$ cat config.mk
export PLATFORM = sky130hd
export DESIGN_NAME = ssd_window_sequencer
export DESIGN_NICKNAME = d
export VERILOG_FILES = /design/src/rtl/ssd_window_sequencer.sv
export SDC_FILE = /design/constraint.sdc
export NUM_CORES = 1
export LEC_CHECK = 0
export ABC_CLOCK_PERIOD_IN_PS = 4300
export BUFFER_PORTS_ARGS = -buffer_cell sky130_fd_sc_hd__buf_4
export CORE_UTILIZATION = 50
export CTS_CLUSTER_DIAMETER = 40
export DETAILED_ROUTE_END_ITERATION = 8
export PLACE_DENSITY = 0.85
export REMOVE_ABC_BUFFERS = 1
export SLEW_MARGIN = 30
export SYNTH_ARGS = -nofsm -noshare
export SYNTH_HDL_FRONTEND = slang
export SYNTH_SLANG_ARGS = --single-unit
$ cat constraint.sdc
create_clock -name clk -period 4.3 [get_ports clk]
set_input_delay 0.86 -clock clk [delete_from_list [all_inputs] [get_ports clk]]
set_output_delay 0.86 -clock clk [all_outputs]
set_load 0.1 [all_outputs]
$ cat src/rtl/ssd_window_sequencer.sv
// Window sequencer for the squared-difference MAC: reads win_len (a,b) pairs from two sync-read
// RAMs, feeds the MAC with aligned ce/sload, and returns the window sum on a valid/ready port.
module ssd_window_sequencer #(
  parameter int SIZEIN    = 8,
  parameter int SIZEOUT   = 20,
  parameter int AW        = 10,
  parameter int LW        = 10,
  parameter int SLOAD_DLY = 2,
  parameter int RES_LAT   = 4
) (
  input  logic                 clk,
  input  logic                 rst,
  input  logic                 start,
  input  logic [AW-1:0]        base_addr,
  input  logic [LW-1:0]        win_len,
  output logic                 busy,
  output logic                 rd_en,
  output logic [AW-1:0]        rd_addr,
  input  logic [SIZEIN-1:0]    rd_data_a,
  input  logic [SIZEIN-1:0]    rd_data_b,
  output logic [SIZEIN-1:0]    macc_a,
  output logic [SIZEIN-1:0]    macc_b,
  output logic                 macc_ce,
  output logic                 macc_sload,
  input  logic [SIZEOUT+1:0]   macc_accum,
  output logic [SIZEOUT+1:0]   res_data,
  output logic                 res_valid,
  input  logic                 res_ready
);

  typedef enum logic [1:0] {IDLE, READ, DRAIN, HOLD} state_t;

  // Wide enough to hold RES_LAT and never collapse to zero bits.
  localparam int CW = $clog2(RES_LAT + 2);

  state_t             state_q, state_d;
  logic [LW-1:0]      rem_q;
  logic [CW-1:0]      drain_cnt_q;
  logic               pair_vld_q;
  logic               first_q;
  logic [SLOAD_DLY:0] sload_sr_q;
  logic               accept;
  logic               drain_done;

  assign accept     = (state_q == IDLE) && start;
  assign drain_done = (state_q == DRAIN) && (drain_cnt_q == CW'(RES_LAT));

  // NOTE: sequential state is updated with non-blocking assignments so every register
  // samples the values that existed before the clock edge.
  always_ff @(posedge clk) begin
    if (rst) state_q <= IDLE;
    else     state_q <= state_d;
  end

  // NOTE: state_d gets its default before the case so every path assigns it and no latch is inferred.
  always_comb begin
    state_d = state_q;
    case (state_q)
      IDLE:    if (start) state_d = (win_len != '0) ? READ : HOLD;
      READ:    if (rem_q == LW'(1)) state_d = DRAIN;
      DRAIN:   if (drain_done) state_d = HOLD;
      HOLD:    if (res_ready) state_d = IDLE;
      default: state_d = IDLE;
    endcase
  end

  // ce covers the pair cycles (registered rd_en) and the whole drain up to the capture cycle.
  always_comb begin
    busy      = 1'b1;
    rd_en     = 1'b0;
    macc_ce   = pair_vld_q;
    res_valid = 1'b0;
    case (state_q)
      IDLE:    busy      = 1'b0;
      READ:    rd_en     = 1'b1;
      DRAIN:   macc_ce   = 1'b1;
      HOLD:    res_valid = 1'b1;
      default: busy      = 1'b0;
    endcase
  end

  // RAM outputs are already registered; gating them keeps drain cycles adding (0-0)^2.
  assign macc_a     = pair_vld_q ? rd_data_a : '0;
  assign macc_b     = pair_vld_q ? rd_data_b : '0;
  assign macc_sload = sload_sr_q[SLOAD_DLY];

  always_ff @(posedge clk) begin
    if (rst) begin
      rd_addr     <= '0;
      rem_q       <= '0;
      drain_cnt_q <= '0;
      pair_vld_q  <= 1'b0;
      first_q     <= 1'b0;
      sload_sr_q  <= '0;
      res_data    <= '0;
    end else begin
      pair_vld_q    <= rd_en;
      // Bit 0 marks the cycle the first pair sits on macc_a/b.
      sload_sr_q[0] <= rd_en && first_q;
      for (int i = 1; i <= SLOAD_DLY; i++) sload_sr_q[i] <= sload_sr_q[i-1];
      drain_cnt_q   <= (state_q == DRAIN) ? drain_cnt_q + CW'(1) : '0;

      if (accept) begin
        rd_addr <= base_addr;
        rem_q   <= win_len;
        first_q <= 1'b1;
        if (win_len == '0) res_data <= '0;
      end

      if (state_q == READ) begin
        rd_addr <= rd_addr + AW'(1);
        rem_q   <= rem_q - LW'(1);
        first_q <= 1'b0;
      end

      if (drain_done) res_data <= macc_accum;
    end
  end

endmodule

==> impl_metrics.ini <==
[synthesis]
async_reset_ff_frac = 0
yosysUniqueCellTypes = 46
synth_top_family_by_area = simple AND/OR/NAND/NOR gates
seq_area_frac_synth = 0.4251
synthFlopType = dfxtp_1
yosysTopAreaCell = dfxtp_1
synthMostInstantiatedCell = dfxtp_1
avgSynthCellArea_um2 = 8.592
yosys.area_share.simple = 0.2550
synth_fa_ha_area_frac = 0.05110
postSynthCellCount = 285
synth_compound_area_frac = 0.2095
syn-cell-area_um2 = 2449
synth_xor_area_frac = 0.007154
yosys-top-cells-count = dfxtp_1, nor2_1, a22oi_1
synthTopCellsByArea = dfxtp_1, a22oi_1, nor2_1
synth_mux_area_frac = 0
synth_warnings = 0
ys_ff_latch = 52
synth-edff-count = 0
synth_top_area_share = 0.4251

[clocking]
cts_hold_buf = 0
cts_sinks = 52
h-tree-depth = 2
cts_tree = done
clk_latency_ps = 300
cts_root_buffer = clkbuf_8
post_cts.repair.setup_buffers = 0
cts.path.max_buffers = 2
cts-resized-gates = 0
clkTransAtPathRegs_ps = 90
numCtsBuffers = 5

[route]
drcViolationCount = 1
num_vias = 2519
wl_um = 6561
via_per_inst = 5.524
drtIter0Drc = 173
ant_nets = 0
drt_first_pass_iters = 6
wire_per_inst_um = 14.39

[sta]
finalHoldViolations = 0
max_freq_mhz = 392.3
slew_headroom = 0.3889
maxSlewViolCount = 0
period_minus_slack_ps = 2549
skew_ps = 3.581
rsz0062_at_grt = no
worstMarginPinSlew_ps = 916.6
setup_tns_ps = 0
setup_viol = 0
fin_crit_sh = 0.5929

[pwr]
switching_share = 0.5037
clock_power_share = 0.129
ir_worst_vdd_mv = 0.3992
power-per-cell-area_nw_per_um2 = 600.8
p_leak_nw = 1.489
power_w = 0.002055
power_frac_seq = 0.317
power_switching_w = 0.001035
power_frac_comb = 0.555
internal_power_w = 0.001020

[global_route]
grt_pass1_vias = 2154
grt_overflow = 0
grt_pass1_wl_um = 10070
grt_max_degree = 50
grt_usage = 0.2447
antenna_found_initial = 0

[place]
routabilityCongestion = 0.8364
io_buffers = 114
dp_hpwl_um = 4848

[run_status]
violations = design-rule violations
outcome = complete, but fails checks

[setup_path]
crit_required_ps = 3440
worst_setup_path_start_kind = register
r2r-end = res_data[13]$_SDFFE_PP0P_
r2r_slack_ps = 1880
r2r_cells = 6
cp_max_fo = 5
arrival_ps = 1690
r2r_start = state_q[0]$_SDFFE_PP0P_
crit_type = reg -> out
cp-startpoint = state_q[0]$_SDFFE_PP0P_
cp-end-kind = output pin
endpoint = macc_ce

[final_layout]
drive_gt1_frac = 0.3368
fill_cells = 390
area_growth_pct = 39.65
antennaDiodeCount = 0
nets = 461

[die]
dieHeight_um = 71.98
die_area_um2 = 5181
initial_core_util = 0.5184
rows = 25
fp.dieW_um = 71.98
pin_count = 115
core_um2 = 4723

[run]
maxCapViolations = 0

[worst_hold_path]
min_path_type = reg -> reg
layer usage:
| layer | GRT usage | vias to the layer above | share of wire |
|---|---|---|---|
| met5 | 0 | - | 0 |
| met4 | 0.07843 | 0 | 0.016 |
| met3 | 0.05000 | 9 | 0.071 |
| met2 | 0.4382 | 97 | 0.51 |
| met1 | 0.2937 | 1189 | 0.41 |
| li1 | - | 1224 | - |
final cells by class:
cell class              instances  area, um2  area share
clock buffers                   6      72.57     0.02122
repair buffers                114      855.8      0.2503
inverters                      16      60.06     0.01756
multi-input cells             200       1301      0.3805
clock inverters                 1      5.005    0.001464
well taps                      67      83.83     0.02452
flip-flops and latches         52       1041      0.3044
state kept, by name, indices dropped and copies added (netlist names):
| signal | flops |
|---|---|
| drain_cnt_q | 3 |
| first_q | 1 |
| pair_vld_q | 1 |
| rd_addr | 10 |
| rem_q | 10 |
| res_data | 22 |
| sload_sr_q | 3 |
| state_q | 2 |
power groups by stage:
stage	logic (W)	registers (W)	clock network, W
global route	0.00121	0.000664	0.000288
global placement	0.00111	0.000655	0
detailed placement	0.00113	0.000660	0
finish	0.00114	0.000650	0.000264
CTS	0.00114	0.000649	0.000264
floorplan	0.000706	0.000820	0
worst min-delay path by stage:
stage | from | endpoint | slack, ps | cells after the start
after floorplan | sload_sr_q[0]$_SDFF_PP0_ | sload_sr_q[1]$_SDFF_PP0_ | 410 | 1
after global placement | sload_sr_q[0]$_SDFF_PP0_ | sload_sr_q[1]$_SDFF_PP0_ | 420 | 1
after detailed placement | sload_sr_q[1]$_SDFF_PP0_ | sload_sr_q[2]$_SDFF_PP0_ | 430 | 1
after CTS | sload_sr_q[1]$_SDFF_PP0_ | sload_sr_q[2]$_SDFF_PP0_ | 450 | 1
after global routing | sload_sr_q[1]$_SDFF_PP0_ | sload_sr_q[2]$_SDFF_PP0_ | 460 | 1
final | sload_sr_q[1]$_SDFF_PP0_ | sload_sr_q[2]$_SDFF_PP0_ | 440 | 1
layout by cell type, fill, tap and decap left out, types with 6 or more instances in the layout:
master	count
ha_1	9
inv_1	16
a31oi_1	6
nor2_1	41
nor3_1	8
a21oi_1	9
a211oi_1	9
dfxtp_1	52
and2_1	17
nand2_1	14
buf_4	114
a22oi_1	23
critical path, cell delays in order, from the launching register on:
cell and delay [ps]:
dfxtp_1 410, inv_1 120, ha_1 300, or2_2 320, buf_4 230
stage by stage:
| step | instances | setup slack (ps) | utilization | instance area, um2 | hold slack [ps] |
|---|---|---|---|---|---|
| after global routing | 456 | 1636 | 0.7240 | 3420 | 459.3 |
| after floorplan | 268 | 1633 | - | 2381 | 413.8 |
| after global placement | 449 | 1525 | 0.7046 | 3328 | 418.0 |
| after detailed placement | 449 | 1530 | 0.7046 | 3328 | 426.6 |
| after CTS | 456 | 1447 | 0.7211 | 3406 | 446.4 |
| final | 456 | 1751 | 0.7240 | 3420 | 440.4 |
kinds of logic (layout without fill, tap and decap cells):
family | after synthesis | count (layout)
fa+ha+maj | 10 | 10
xor+xnor | 2 | 2
buf+inv | 33 | 137
compound gates | 68 | 68
simple gates | 120 | 120
flops | 52 | 52
Power figures use the tool's default switching activity.
